<file path="src/rtl/mem_arb_pkg.sv">
// mem_arb_pkg: shared types and constants for the two-port memory arbiter.
// Optional clear-on-reset sequence is enabled with the MEM_ARB_CLEAR_EN macro.
package mem_arb_pkg;

  localparam int DEF_DATA_W = 8;
  localparam int DEF_ADDR_W = 3;
  localparam int NUM_WORDS  = 1 << DEF_ADDR_W;

  localparam logic OP_WRITE = 1'b1;
  localparam logic OP_READ  = 1'b0;

  // Sub-phases of one word inside the CLEAR sweep
  localparam logic [1:0] CLR_SETUP   = 2'd0;
  localparam logic [1:0] CLR_ACCESS  = 2'd1;
  localparam logic [1:0] CLR_RELEASE = 2'd2;

  typedef enum logic [2:0] {
    ST_IDLE    = 3'd0,
    ST_SETUP   = 3'd1,
    ST_ACCESS  = 3'd2,
    ST_RELEASE = 3'd3,
    ST_CLEAR   = 3'd4
  } state_e;

endpackage

</file>
<file path="src/rtl/mem_arb_rr2.sv">
// mem_arb_rr2: combinational two-way round-robin pick.
// A lone requester always wins; on a tie the prio input decides.
module mem_arb_rr2 (
  input  logic [1:0] req,
  input  logic       prio,
  output logic       win_valid,
  output logic       win_id
);

  // Winner selection from the current request vector
  always_comb begin
    win_valid = |req;
    win_id    = 1'b0;
    unique case (req)
      2'b01:   win_id = 1'b0;
      2'b10:   win_id = 1'b1;
      2'b11:   win_id = prio;
      default: win_id = 1'b0;
    endcase
  end

endmodule

</file>
<file path="src/rtl/mem_arbiter.sv">
// mem_arbiter: two-port round-robin arbiter and three-phase sequencer for the
// 8x8 memory unit. Define MEM_ARB_CLEAR_EN to zero the memory after reset.
module mem_arbiter
  import mem_arb_pkg::*;
#(
  parameter int DATA_W = DEF_DATA_W,
  parameter int ADDR_W = DEF_ADDR_W
) (
  input  logic              clk,
  input  logic              rst,
  input  logic [1:0]        req,
  input  logic [1:0]        we,
  input  logic [ADDR_W-1:0] addr0,
  input  logic [ADDR_W-1:0] addr1,
  input  logic [DATA_W-1:0] wdata0,
  input  logic [DATA_W-1:0] wdata1,
  output logic [1:0]        gnt,
  output logic [1:0]        done,
  output logic [DATA_W-1:0] rdata,
  output logic              busy,
  output logic              mem_op,
  output logic              mem_select,
  output logic [ADDR_W-1:0] mem_address,
  output logic [DATA_W-1:0] mem_in,
  input  logic [DATA_W-1:0] mem_out
);

  state_e            state_q, state_d;
  logic              lat_we, lat_id;
  logic [ADDR_W-1:0] lat_addr;
  logic [DATA_W-1:0] lat_data;
  logic              prio_q;
  logic [1:0]        done_q;
  logic [DATA_W-1:0] rdata_q;
  logic              win_valid, win_id;

  mem_arb_rr2 u_rr (
    .req       (req),
    .prio      (prio_q),
    .win_valid (win_valid),
    .win_id    (win_id)
  );

`ifdef MEM_ARB_CLEAR_EN
  localparam state_e RST_STATE = ST_CLEAR;
  logic [1:0]        clr_phase;
  logic [ADDR_W-1:0] clr_addr;
  logic              clr_last;

  assign clr_last = (clr_phase == CLR_RELEASE) && (clr_addr == {ADDR_W{1'b1}});

  // Clear sweep counters: three sub-phases per word, ascending address
  always_ff @(posedge clk) begin
    if (rst) begin
      clr_phase <= CLR_SETUP;
      clr_addr  <= '0;
    end else if (state_q == ST_CLEAR) begin
      if (clr_phase == CLR_RELEASE) begin
        clr_phase <= CLR_SETUP;
        clr_addr  <= clr_addr + ADDR_W'(1);
      end else begin
        clr_phase <= clr_phase + 2'd1;
      end
    end
  end
`else
  localparam state_e RST_STATE = ST_IDLE;
`endif

  // State register
  always_ff @(posedge clk) begin
    if (rst) state_q <= RST_STATE;
    else     state_q <= state_d;
  end

  // Next-state logic; requests are only looked at in IDLE
  always_comb begin
    state_d = state_q;
    unique case (state_q)
      ST_IDLE:    if (win_valid) state_d = ST_SETUP;
      ST_SETUP:   state_d = ST_ACCESS;
      ST_ACCESS:  state_d = ST_RELEASE;
      ST_RELEASE: state_d = ST_IDLE;
`ifdef MEM_ARB_CLEAR_EN
      ST_CLEAR:   if (clr_last) state_d = ST_IDLE;
`else
      ST_CLEAR:   state_d = ST_IDLE;
`endif
      default:    state_d = ST_IDLE;
    endcase
  end

  // Memory-side and handshake outputs; the bus is driven from the latch in
  // every normal state so address/op stay stable around the select pulse
  always_comb begin
    gnt         = 2'b00;
    busy        = (state_q != ST_IDLE);
    mem_select  = (state_q == ST_ACCESS);
    mem_op      = lat_we;
    mem_address = lat_addr;
    mem_in      = lat_data;
    if (state_q == ST_SETUP) gnt[lat_id] = 1'b1;
`ifdef MEM_ARB_CLEAR_EN
    if (state_q == ST_CLEAR) begin
      mem_select  = (clr_phase == CLR_ACCESS);
      mem_op      = OP_WRITE;
      mem_address = clr_addr;
      mem_in      = '0;
    end
`endif
  end

  // Command latch: capture the winner's command when a grant is made
  always_ff @(posedge clk) begin
    if (rst) begin
      lat_we   <= OP_READ;
      lat_id   <= 1'b0;
      lat_addr <= '0;
      lat_data <= '0;
    end else if (state_q == ST_IDLE && win_valid) begin
      lat_id   <= win_id;
      lat_we   <= win_id ? we[1]  : we[0];
      lat_addr <= win_id ? addr1  : addr0;
      lat_data <= win_id ? wdata1 : wdata0;
    end
  end

  // Completion: done pulse, read capture and priority hand-over at RELEASE
  always_ff @(posedge clk) begin
    if (rst) begin
      done_q  <= 2'b00;
      rdata_q <= '0;
      prio_q  <= 1'b0;
    end else begin
      done_q <= 2'b00;
      if (state_q == ST_RELEASE) begin
        done_q[lat_id] <= 1'b1;
        prio_q         <= ~lat_id;
        if (lat_we == OP_READ) rdata_q <= mem_out;
      end
    end
  end

  assign done  = done_q;
  assign rdata = rdata_q;

endmodule
</file>
<file path="config.mk">
export PLATFORM = sky130hd
export DESIGN_NAME = mem_arbiter
export DESIGN_NICKNAME = d
export VERILOG_FILES = /design/src/rtl/mem_arb_pkg.sv /design/src/rtl/mem_arb_rr2.sv /design/src/rtl/mem_arbiter.sv
export SDC_FILE = /design/constraint.sdc
export NUM_CORES = 1
export LEC_CHECK = 0
export ABC_CLOCK_PERIOD_IN_PS = 1570
export BUFFER_PORTS_ARGS = -buffer_cell sky130_fd_sc_hd__buf_2
export CAP_MARGIN = 20
export CORE_MARGIN = 3
export CORE_UTILIZATION = 45
export DETAILED_ROUTE_END_ITERATION = 7
export GPL_ROUTABILITY_DRIVEN = 0
export PLACE_DENSITY = 0.79
export RECOVER_POWER = 50
export REMOVE_ABC_BUFFERS = 1
export SLEW_MARGIN = 20
export SYNTH_ARGS = -nofsm -noshare
export SYNTH_HDL_FRONTEND = slang
export SYNTH_SLANG_ARGS = --single-unit
</file>
<file path="constraint.sdc">
create_clock -name clk -period 1.57 [get_ports clk]
set_input_delay 0.0785 -clock clk [delete_from_list [all_inputs] [get_ports clk]]
set_output_delay 0.0785 -clock clk [all_outputs]
set_load 0.02 [all_outputs]
</file>
==> flow_summary.yaml <==
status:
  status: "finished, final reports clean"
global_routing:
  via_count_of_the_first_global_routing_pass: 1192
  grt_first_pass_wirelength_mm: 5.07
  initial_antenna_violation_count: 0
  grtUsageTotal: 0.189
  grt_max_degree: 27
  grt.overflow.total: 0
sta:
  fmax_mhz: 695
  fin_worst_skew_ns: 0.00791
  hold_viol: 0
  period_minus_slack_ns: 1.44
  maxSlewHeadroom: 0.610
  finalSetupTns_ns: 0
  unrepaired_setup_endpoints_after_global_routing: "no"
  final.period_utilization: 0.916
  setup_viol_count_final: 0
  final_max_slew_viol_count: 0
  tightestPinTransition_ns: 0.585
cells_and_area:
  filler_cell_count: 232
  drive_above_1_share: 0.318
  final_cell_mix: "sky130_fd_sc_hd__buf_2 (39), sky130_fd_sc_hd__dfxtp_1 (26), sky130_fd_sc_hd__nor2_1 (23)"
  diodes: 0
  layout.core_utilization: 0.647
  final_net_count: 233
  final_common_cell: "sky130_fd_sc_hd__buf_2"
  area_delta_synth_final_pct: 32.0
synthesis:
  yosysWarningCount: 0
  yosys.area.top_type_share: 0.417
  synth_top_cell_by_area: "sky130_fd_sc_hd__dfxtp_1"
  synth_cells: 129
  async_reset_ff_frac: 0
  synth-seq-cells: 26
  syn_area_um2: 1250
  synth.avg_cell_area_um2: 9.67
  ys_seq_area_frac: 0.417
  yosysUniqueCellTypes: 26
  ys_dominant_reg_cell: "sky130_fd_sc_hd__dfxtp_1"
  number_of_enable_flip_flop_cells_after_synthesis: 0
  synth.area.top_cells: "sky130_fd_sc_hd__dfxtp_1 (42%), sky130_fd_sc_hd__a311oi_2 (14%), sky130_fd_sc_hd__mux2i_1 (7.2%)"
place:
  io_buffer_count: 61
  detailed_place_hpwl_mm: 2.28
cts:
  max-clock-path-buffers: 2
  tritoncts_num_sinks: 26
  clk_root_buffer_cell: "sky130_fd_sc_hd__clkbuf_4"
  htreeDepth: 1
  clk-insertion-delay-late_ns: 0.32
  numCtsBuffers: 3
  post_cts_buffers: 0
  clk_pin_slew_ns: 0.14
  tritoncts: "built"
detailed_routing:
  finalWirelength_mm: 3.17
  routed_via_count_divided_by_cell_count: 5.19
  detailedRoute.firstPassIterationCount: 4
  route.detailed.wl_per_inst_um: 14.3
  route.antenna.remaining_nets: 0
  num_vias: 1152
  drt_first_iter_violations: 24
  drc_errors: 0
floorplanning:
  core_region_area_um2: 2540
  floorplan.initialDensity: 0.490
  fp.dieArea_um2: 3440
  floorplan.die.width_um: 58.7
  chipHeight_um: 58.7
  std_cell_rows: 18
  pin_count: 62
power:
  irDropWorstVdd_mv: 1.25
  power.density_cell_area_nw_per_um2: 1370
  p_leak_nw: 0.668
setup_path:
  rr_startpoint: "state_q[0]$_SDFFE_PP0P_"
  worstSetupStartpointType: "flip-flop"
  crit_fanout: 24
  crit_required_ns: 1.81
  worst_setup_path_startpoint: "state_q[0]$_SDFFE_PP0P_"
  critical_path.endpoint_type: "flip-flop"
  timing.setup.critical_path_class: "reg -> reg"
  critPathArrivalTime_ns: 1.68
min_path:
  holdCritPathClass: "in -> reg"
  hold_start: "mem_out[0]"
flow_run:
  cap_violations: 0
[synthesized netlist by cell type, types with 2 or more instances]
cell / n
sky130_fd_sc_hd__ha_1: 4
sky130_fd_sc_hd__nand2b_1: 2
sky130_fd_sc_hd__mux2i_1: 9
sky130_fd_sc_hd__inv_1: 4
sky130_fd_sc_hd__nor2_1: 23
sky130_fd_sc_hd__nor2b_1: 2
sky130_fd_sc_hd__a311oi_2: 12
sky130_fd_sc_hd__buf_2: 6
sky130_fd_sc_hd__o21ai_1: 12
sky130_fd_sc_hd__nand3_1: 12
sky130_fd_sc_hd__buf_4: 2
sky130_fd_sc_hd__dfxtp_1: 26
sky130_fd_sc_hd__buf_6: 2
[registers in the layout, summed over array words and instances, names as in the netlist]
register     flops
prio_q           1
mem_in           8
rdata            8
mem_op           1
state_q          2
lat_id           1
mem_address      3
done             2
[area by class of cell]
type                       count  area [um2]  area share
multi-input combinational     88         646       0.392
clock buffer                   3        22.5      0.0137
timing repair buffer          70         375       0.228
tap                           30        37.5      0.0228
inverter                       4        15.0     0.00912
sequential                    26         520       0.316
clock inverter                 1        30.0      0.0182
[critical path: stages, from the launching register on]
cell and delay (ns):
sky130_fd_sc_hd__dfxtp_1 0.37, sky130_fd_sc_hd__inv_1 0.10, sky130_fd_sc_hd__ha_2 0.24, sky130_fd_sc_hd__o21a_2 0.17
sky130_fd_sc_hd__buf_12 0.17, sky130_fd_sc_hd__nor2_1 0.06, sky130_fd_sc_hd__a311oi_2 0.24
[logic make-up (layout without fill, tap and decap cells)]
| logic type | after synthesis | count (layout) | share of synthesized area |
|---|---|---|---|
| buffers and inverters | 15 | 78 | 0.0692 |
| muxes | 9 | 9 | 0.0722 |
| DFF | 26 | 26 | 0.417 |
| and+or+nand+nor | 45 | 45 | 0.175 |
| AOI/OAI and AO/OA | 30 | 30 | 0.227 |
| adders and majority gates | 4 | 4 | 0.0401 |
[final timing paths]
kind	end	slack (ns)	cells after the start
setup / recovery	mem_in[2]$_SDFFE_PP0P_	0.13	6
hold / removal	rdata[0]$_SDFFE_PP0P_	0.03	3
setup reg to reg	mem_in[2]$_SDFFE_PP0P_	0.13	6
hold reg to reg	rdata[3]$_SDFFE_PP0P_	0.51	2
[routing by layer]
| layer | track usage | routed length, um | vias to the layer above |
|---|---|---|---|
| met3 | 0.0461 | 212 | 2 |
| met1 | 0.205 | 1290 | 530 |
| met4 | 0.0194 | 7 | 0 |
| met5 | 0 | 0 | - |
| met2 | 0.378 | 1660 | 38 |
| li1 | - | - | 582 |
[power breakdown]
group	internal, mW	switching, mW	total, mW	leakage, nW
clock	0.258	0.194	0.452	0.0279
sequential	0.785	0.0791	0.864	0.213
combinational	0.373	0.562	0.935	0.426
[through the flow]
stage / cell area [um2] / cells / setup WS (ns) / power, mW / hold WS [ns]
floorplan: 1180 / 118 / 0.00129 / 1.49 / 0.146
global placement: 1550 / 211 / 0.224 / 1.78 / 0.314
detailed placement: 1550 / 211 / 0.135 / 1.82 / 0.324
CTS: 1670 / 222 / 0.0640 / 2.30 / 0.0233
global route: 1650 / 222 / 0.0314 / 2.39 / 0.0259
finish: 1650 / 222 / 0.132 / 2.25 / 0.0334
[timing repair]
item                                   4_1_cts  5_1_grt
setup endpoints to repair                    0        7
endpoints found under the hold margin        7        0
gates resized for setup                      0        2
hold buffers                                 7        0
No activity file was read; power rests on OpenSTA's default activity.
